===== src/rtl/t01_tetris_pkg.sv =====
// Shared types and constants for the t01 piece source: piece types, orientation
// counts, block-type code table and LFSR taps.
package t01_tetris_pkg;

    typedef enum logic [2:0] {
        P_I = 3'd0,
        P_O = 3'd1,
        P_S = 3'd2,
        P_Z = 3'd3,
        P_J = 3'd4,
        P_L = 3'd5,
        P_T = 3'd6
    } piece_t;

    typedef enum logic [1:0] {
        ST_FILL   = 2'd0,
        ST_READY  = 2'd1,
        ST_REFILL = 2'd2
    } queue_state_t;

    localparam logic [2:0] ORIENT_CNT [7] = '{3'd2, 3'd1, 3'd2, 3'd2, 3'd4, 3'd4, 3'd4};

    // CODE_TABLE is packed per type in I,O,S,Z,J,L,T order; CODE_BASE is each type's first entry.
    localparam logic [4:0] CODE_BASE [7] = '{5'd0, 5'd2, 5'd3, 5'd5, 5'd7, 5'd11, 5'd15};
    localparam logic [4:0] CODE_TABLE [19] = '{
        5'd0,  5'd7,
        5'd1,
        5'd2,  5'd8,
        5'd3,  5'd9,
        5'd4,  5'd10, 5'd11, 5'd12,
        5'd5,  5'd13, 5'd14, 5'd15,
        5'd6,  5'd16, 5'd17, 5'd18
    };

    // feedback = l[15]^l[13]^l[12]^l[10]
    localparam logic [15:0] LFSR_TAPS = 16'hB400;

    function automatic logic [1:0] rot_next(input logic [1:0] rot, input logic [2:0] cnt,
                                            input logic cw);
        logic [2:0] last;
        last = cnt - 3'd1;
        if (cw) begin
            rot_next = ({1'b0, rot} == last) ? 2'd0 : rot + 2'd1;
        end else begin
            rot_next = (rot == 2'd0) ? last[1:0] : rot - 2'd1;
        end
    endfunction

endpackage


===== src/rtl/t01_piece_queue_if.sv =====
// Control/status bundle between the game-control FSM (master) and the piece
// queue (slave).
interface t01_piece_queue_if #(
    parameter int QUEUE_DEPTH = 3,
    parameter int LFSR_WIDTH  = 16
);
    logic                     en;
    logic                     seed_load;
    logic [LFSR_WIDTH-1:0]    seed;
    logic                     pop;
    logic                     rotate_cw;
    logic                     rotate_ccw;
    logic                     ready;
    logic                     cur_valid;
    logic [2:0]               cur_type;
    logic [1:0]               cur_rot;
    logic [4:0]               cur_code;
    logic [3*QUEUE_DEPTH-1:0] preview;

    modport master (
        output en, seed_load, seed, pop, rotate_cw, rotate_ccw,
        input  ready, cur_valid, cur_type, cur_rot, cur_code, preview
    );

    modport slave (
        input  en, seed_load, seed, pop, rotate_cw, rotate_ccw,
        output ready, cur_valid, cur_type, cur_rot, cur_code, preview
    );
endinterface


===== src/rtl/t01_rot_code.sv =====
// Combinational (piece type, rotation) -> 5-bit block-type code lookup; also
// usable by the rotation-collision check.
module t01_rot_code
    import t01_tetris_pkg::*;
(
    input  piece_t     piece,
    input  logic [1:0] rot,
    output logic [4:0] code
);
    logic [4:0] idx;

    always_comb begin
        idx  = CODE_BASE[piece] + {3'd0, rot};
        code = CODE_TABLE[idx];
    end
endmodule


===== src/rtl/t01_piece_queue.sv =====
// 7-bag piece source with LFSR draw, preview queue and active-piece rotation.
//   state     | meaning
//   ST_FILL   | drawing current piece then every preview slot after reset
//   ST_READY  | queue full, pop accepted
//   ST_REFILL | one draw into the last preview slot after a pop
module t01_piece_queue
    import t01_tetris_pkg::*;
#(
    parameter int                    QUEUE_DEPTH = 3,
    parameter int                    LFSR_WIDTH  = 16,
    parameter logic [LFSR_WIDTH-1:0] SEED        = 16'hACE1
) (
    input  logic             clk,
    input  logic             n_rst,
    t01_piece_queue_if.slave bus
);
    localparam logic [2:0] DRAW_LAST = 3'(QUEUE_DEPTH);

    queue_state_t          state, state_nxt;
    logic [LFSR_WIDTH-1:0] lfsr;
    logic [6:0]            mask, mask_set, mask_nxt;
    logic [2:0]            retry_left;
    logic [2:0]            draw_cnt;
    logic                  valid_q;
    piece_t                cur_q;
    logic [1:0]            rot_q;
    piece_t                prev_q [QUEUE_DEPTH];

    logic                  ready, draw_active, draw_hit, draw_take, pop_ok;
    logic [2:0]            cand;
    logic                  cand_ok;
    piece_t                low_free, draw_type;
    logic [4:0]            code;

    always_ff @(posedge clk or negedge n_rst) begin
        if (!n_rst) begin
            state <= ST_FILL;
        end else begin
            state <= state_nxt;
        end
    end

    always_comb begin
        state_nxt   = state;
        ready       = 1'b0;
        draw_active = 1'b0;
        draw_take   = 1'b0;
        pop_ok      = 1'b0;
        case (state)
            ST_FILL: begin
                draw_active = bus.en;
                draw_take   = bus.en && draw_hit;
                if (draw_take && draw_cnt == DRAW_LAST) state_nxt = ST_READY;
            end
            ST_READY: begin
                ready  = 1'b1;
                pop_ok = bus.en && bus.pop;
                if (pop_ok) state_nxt = ST_REFILL;
            end
            ST_REFILL: begin
                draw_active = bus.en;
                draw_take   = bus.en && draw_hit;
                if (draw_take) state_nxt = ST_READY;
            end
            default: state_nxt = ST_FILL;
        endcase
    end

    // Rejected candidates fall back to the lowest unused type once retries run out.
    always_comb begin
        cand     = lfsr[2:0];
        cand_ok  = (cand != 3'd7) && !mask[cand];
        low_free = P_I;
        for (int i = 6; i >= 0; i--) begin
            if (!mask[i]) low_free = piece_t'(3'(i));
        end
        draw_hit  = cand_ok || (retry_left == 3'd0);
        draw_type = cand_ok ? piece_t'(cand) : low_free;
        mask_set  = mask | (7'd1 << draw_type);
        mask_nxt  = (mask_set == 7'h7F) ? 7'h00 : mask_set;
    end

    always_ff @(posedge clk or negedge n_rst) begin
        if (!n_rst) begin
            lfsr       <= SEED;
            mask       <= 7'h00;
            retry_left <= 3'd7;
            draw_cnt   <= 3'd0;
            valid_q    <= 1'b0;
            cur_q      <= P_I;
            rot_q      <= 2'd0;
            for (int i = 0; i < QUEUE_DEPTH; i++) prev_q[i] <= P_I;
        end else if (bus.en) begin
            if (bus.seed_load) begin
                lfsr <= (bus.seed == '0) ? SEED : bus.seed;
            end else begin
                lfsr <= {lfsr[LFSR_WIDTH-2:0], ^(lfsr & LFSR_TAPS)};
            end

            if (draw_active) begin
                if (draw_take) begin
                    mask       <= mask_nxt;
                    retry_left <= 3'd7;
                end else begin
                    retry_left <= retry_left - 3'd1;
                end
            end

            if (draw_take) begin
                if (state == ST_FILL) begin
                    draw_cnt <= draw_cnt + 3'd1;
                    if (draw_cnt == 3'd0) begin
                        cur_q   <= draw_type;
                        rot_q   <= 2'd0;
                        valid_q <= 1'b1;
                    end
                    for (int i = 0; i < QUEUE_DEPTH; i++) begin
                        if (draw_cnt == 3'(i + 1)) prev_q[i] <= draw_type;
                    end
                end else begin
                    prev_q[QUEUE_DEPTH-1] <= draw_type;
                end
            end

            if (pop_ok) begin
                cur_q <= prev_q[0];
                rot_q <= 2'd0;
                for (int i = 0; i < QUEUE_DEPTH - 1; i++) prev_q[i] <= prev_q[i+1];
            end else if (valid_q && (bus.rotate_cw != bus.rotate_ccw)) begin
                rot_q <= rot_next(rot_q, ORIENT_CNT[cur_q], bus.rotate_cw);
            end
        end
    end

    t01_rot_code u_rot_code (
        .piece (cur_q),
        .rot   (rot_q),
        .code  (code)
    );

    assign bus.ready     = ready;
    assign bus.cur_valid = valid_q;
    assign bus.cur_type  = cur_q;
    assign bus.cur_rot   = rot_q;
    assign bus.cur_code  = valid_q ? code : 5'd0;

    for (genvar g = 0; g < QUEUE_DEPTH; g++) begin : g_preview
        assign bus.preview[3*g +: 3] = prev_q[g];
    end
endmodule


===== src/flat_wrapper.sv =====
// flat-port wrapper written by rule: the top's interface ports become plain ports
module t01_piece_queue_flat import t01_tetris_pkg::*;
#(
    parameter int                    QUEUE_DEPTH = 3,
    parameter int                    LFSR_WIDTH  = 16,
    parameter logic [LFSR_WIDTH-1:0] SEED        = 16'hACE1
)
  (clk, n_rst, bus_en, bus_seed_load, bus_seed, bus_pop, bus_rotate_cw, bus_rotate_ccw, bus_ready, bus_cur_valid, bus_cur_type, bus_cur_rot, bus_cur_code, bus_preview);
  t01_piece_queue_if #(.QUEUE_DEPTH(QUEUE_DEPTH), .LFSR_WIDTH(LFSR_WIDTH)) bus_i ();
  input  logic clk;
  input  logic n_rst;
  input wire logic [$bits(bus_i.en)-1:0] bus_en;
  input wire logic [$bits(bus_i.seed_load)-1:0] bus_seed_load;
  input wire logic [$bits(bus_i.seed)-1:0] bus_seed;
  input wire logic [$bits(bus_i.pop)-1:0] bus_pop;
  input wire logic [$bits(bus_i.rotate_cw)-1:0] bus_rotate_cw;
  input wire logic [$bits(bus_i.rotate_ccw)-1:0] bus_rotate_ccw;
  output wire logic [$bits(bus_i.ready)-1:0] bus_ready;
  output wire logic [$bits(bus_i.cur_valid)-1:0] bus_cur_valid;
  output wire logic [$bits(bus_i.cur_type)-1:0] bus_cur_type;
  output wire logic [$bits(bus_i.cur_rot)-1:0] bus_cur_rot;
  output wire logic [$bits(bus_i.cur_code)-1:0] bus_cur_code;
  output wire logic [$bits(bus_i.preview)-1:0] bus_preview;
  assign bus_i.en = bus_en;
  assign bus_i.seed_load = bus_seed_load;
  assign bus_i.seed = bus_seed;
  assign bus_i.pop = bus_pop;
  assign bus_i.rotate_cw = bus_rotate_cw;
  assign bus_i.rotate_ccw = bus_rotate_ccw;
  assign bus_ready = bus_i.ready;
  assign bus_cur_valid = bus_i.cur_valid;
  assign bus_cur_type = bus_i.cur_type;
  assign bus_cur_rot = bus_i.cur_rot;
  assign bus_cur_code = bus_i.cur_code;
  assign bus_preview = bus_i.preview;
  t01_piece_queue #(.QUEUE_DEPTH(QUEUE_DEPTH), .LFSR_WIDTH(LFSR_WIDTH), .SEED(SEED)) u_core (.clk(clk), .n_rst(n_rst), .bus(bus_i));
endmodule

===== config.mk =====
export PLATFORM = sky130hd
export DESIGN_NAME = t01_piece_queue_flat
export DESIGN_NICKNAME = d
export VERILOG_FILES = /design/src/rtl/t01_tetris_pkg.sv /design/src/rtl/t01_piece_queue_if.sv /design/src/rtl/t01_rot_code.sv /design/src/rtl/t01_piece_queue.sv /design/src/flat_wrapper.sv
export SDC_FILE = /design/constraint.sdc
export NUM_CORES = 1
export LEC_CHECK = 0
export BUFFER_PORTS_ARGS = -buffer_cell sky130_fd_sc_hd__buf_2
export CAP_MARGIN = 5
export CORE_MARGIN = 5
export CORE_UTILIZATION = 35
export DETAILED_ROUTE_END_ITERATION = 7
export GPL_ROUTABILITY_DRIVEN = 0
export PLACE_DENSITY_LB_ADDON = 0.25
export SLEW_MARGIN = 5
export SYNTH_ARGS = -nofsm -noshare
export SYNTH_HDL_FRONTEND = slang
export SYNTH_SLANG_ARGS = --single-unit

===== constraint.sdc =====
create_clock -name clk -period 8.1 [get_ports clk]
set_clock_uncertainty 0.2 [all_clocks]
set_input_delay 2.43 -clock clk [delete_from_list [all_inputs] [get_ports clk]]
set_output_delay 2.43 -clock clk [all_outputs]
set_load 0.01 [all_outputs]

==> run metrics <==
clock sink total 46; syn avg cell area 9.25 um2; top post-synthesis cells by area dfrtp_1 28%, dfstp_2 9.3%, ha_1 7.7%; Multi-input gate area 0.00176 mm2; layout overhead on the synthesized area 13.8%; Fin. Hold Viols 0; clock root buffer clkbuf_8; CTS tree built; Synth Warn # 0; dpl hpwl 5180 um; Starting Density 35.7%; ys async rst share 100%; layout filler cell count 875; share of cells above drive strength 1 21.4%; IO buf count 43; Die H 104 um; CTS clk-pin slew, worst paths 0.09 ns; largest net degree at the start of global routing 47; total CTS buffers 5; total leakage power around 1.6 nW; GRT Total Usage 12.6%; Tightest Pin Transition roughly 0.63 ns; r2r worst-path depth 7; Worst Hold Launch u_core.lfsr[11]; outcome finished clean; postcts setup bufs 0; Syn Inst Count between 300 and 400; Max Slew Vio Count 0; critical path class reg -> out; max incr delay on CP 0.53 ns; EDFF count, synth 0; Routed Antenna Nets 0; Critical Path Start Type flop; Nets 415; worst-case clock buffer depth 2; Hold/Removal Path Class reg -> reg; post-route minimum period 5.98 ns; hold path depth 2; buffers plus inverters on the worst setup path 2; routed len/inst roughly 14 um; worst reg2reg endpoint u_core.mask[0]; WP data arrival 3.35 ns; final critical-path share of the clock period 73.8%; Congestion Overflow GR 0; RSZ-0062 raised after global routing no; DR vias/cell 5.12; worst skew pair latency around 0.3 ns; final core utilization about two fifths; IO Count 44; total of max-cap violations 0; initial antenna violation count 0; sequential standard cell area 0.00116 mm2; crit-path max FO 8; Die ar. 0.0108 mm2; Worst R2R Start u_core.lfsr[0]; Iter 0 DRT Violations 96; post-synth top area cell dfrtp_1; Pwr Density 413 mW/mm2; Req. time, crit path 5.47 ns; max_slew headroom approximately three fifths; H-tree Lvls 2; vias in the first global route ~2400; Worst Hold End u_core.lfsr[11]; Core Region 0.00868 mm2; row count 34; slowest CP cell mux4_2; Fmax 167 MHz; flops & latches, synth 46; Post-Route WL slightly below 7000 um; post-synthesis sequential area ratio 37.6%; dominant synthesized flop cell dfrtp_1; Mapped Nets roughly 380; Yosys top cell area share 28.3%; drc violations 0; first-pass GRT wire length 11500 um; reg2reg setup slack approximately 5.2 ns; Final Setup Violations 0; hold buffers post-CTS 0; Antenna diodes 0; CP Capture Type output pin; number of library cell types mapped by synthesis 61; Resized Gates After CTS 0; VDD IR-drop max approximately 0.17 mV; Final TNS setup 0 ns; crit path cell chain inv_1, ha_1, or2_2, ha_1, a21oi_1, mux2i_1, a22o_1, mux4_2, a21oi_1, nor2_1, buf_2; crit-path leading delay family multiplexers; synthesized area 0.00310 mm2; DIE WIDTH between 100 and 150 um; TritonRoute pass-1 iters 4; DR vias 2463
==> placed cells by master (no fill, tap or decap), drive strengths merged, types with 3 or more instances in the layout <==
| master | Yosys | layout |
|---|---|---|
| buf | 5 | 44 |
| nor3 | 6 | 6 |
| o22ai | 3 | 3 |
| or2 | 4 | 4 |
| a22oi | 4 | 4 |
| nand3 | 4 | 4 |
| nor2b | 6 | 6 |
| nor2 | 46 | 46 |
| nand2b | 8 | 8 |
| xnor2 | 7 | 7 |
| dfrtp | 35 | 35 |
| mux2 | 4 | 4 |
| a21oi | 28 | 28 |
| clkbuf | 9 | 6 |
| a221o | 3 | 3 |
| o221ai | 8 | 8 |
| nand2 | 20 | 20 |
| mux2i | 10 | 10 |
| dfstp | 11 | 11 |
| o21ai | 20 | 20 |
| a211oi | 3 | 3 |
| inv | 28 | 28 |
| a31oi | 4 | 4 |
| ha | 19 | 19 |
| nor4 | 6 | 6 |
==> area by class of cell <==
cell class | instances | share of cell area [%]
sequential | 46 | 33.0
inverter | 28 | 2.98
clock buffer | 6 | 2.34
clock inverter | 2 | 1.70
tap | 108 | 3.83
timing repair buffer | 44 | 6.32
multi-input combinational | 247 | 49.8
==> cell families after synthesis <==
kind of cell    share of synthesized area, %
flops                                   37.6
buf+inv                                 5.74
fa+ha+maj                               8.64
compound gates                          21.6
xor+xnor                                2.54
simple gates                            18.3
mux                                     5.65
==> stage by stage <==
stage          std cells  hold WS [ns]  power [mW]  worst slack, ns  instance area (um2)
4_1_cts              481         0.278        1.48             2.08                 3530
5_1_grt              481         0.302        1.59             1.86                 3530
3_3_place_gp         473         0.258        1.25             2.55                 3380
6_report             481         0.276        1.46             2.12                 3530
2_1_floorplan        335         0.248        1.03             2.69                 3100
3_5_place_dp         473         0.264        1.26             2.42                 3380
==> Yosys cell counts, types with 2 or more instances <==
cell and instances:
nor2_1 46, dfrtp_1 35, inv_1 28, a21oi_1 27, nand2_1 20, ha_1 19
o21ai_0 19, dfstp_2 11, mux2i_1 10, clkbuf_1 8, o221ai_1 8, nand2b_1 7
xnor2_1 7, nor2b_1 6, nor4_1 6, a22oi_1 4, a31oi_1 4, nand3_1 4
nor3_1 4, a221o_1 3, o22ai_1 3, or2_2 3, a211oi_1 2, a21o_1 2
a22o_1 2, a32o_1 2, and3_1 2, buf_1 2, buf_6 2, mux2_1 2
mux2_4 2, nand3b_1 2, nor4b_4 2, o21a_1 2, o22a_1 2, xor2_1 2
==> worst register-to-register path, cell delays in order, from the launching register on <==
cell and delay, ns:
dfstp_2 0.62, inv_1 0.10, o32ai_4 0.53, o22ai_1 0.29
nor4_1 0.41, o211ai_1 0.17, a211oi_4 0.34, nor2_1 0.09
==> worst max-delay path by stage <==
stage	startpoint	endpoint	depth (start not counted)	slack, ns
after floorplan	u_core.bus.cur_type[0]	bus_cur_code[1]	10	2.69
after global placement	u_core.bus.cur_type[0]	bus_cur_code[1]	11	2.55
after detailed placement	u_core.bus.cur_type[0]	bus_cur_code[1]	11	2.42
after CTS	u_core.bus.cur_type[0]	bus_cur_code[1]	11	2.08
after global routing	u_core.bus.cur_type[0]	bus_cur_code[1]	11	1.86
final	u_core.bus.cur_type[0]	bus_cur_code[1]	11	2.12
==> per-layer routing <==
layer  vias to the layer above  track usage, %  wire (um)
met5                         -               0          0
met4                         0            3.24         77
met2                        32            21.4       3350
met1                      1154            16.3       3180
li1                       1267               -          -
met3                        10            2.36        223
==> power breakdown <==
part | total (mW) | internal (mW) | switching, mW
Sequential | 0.424 | 0.317 | 0.106
Clock | 0.211 | 0.132 | 0.0795
Combinational | 0.822 | 0.375 | 0.447
==> flip-flops by register name (all words and copies together) (netlist names) <==
name                  count
u_core.bus.cur_valid      1
u_core.mask               7
u_core.bus.cur_type       3
u_core.bus.preview        9
u_core.lfsr              16
u_core.bus.cur_rot        2
u_core.retry_left         3
u_core.state              2
u_core.draw_cnt           3
Power figures use the tool's default switching activity.
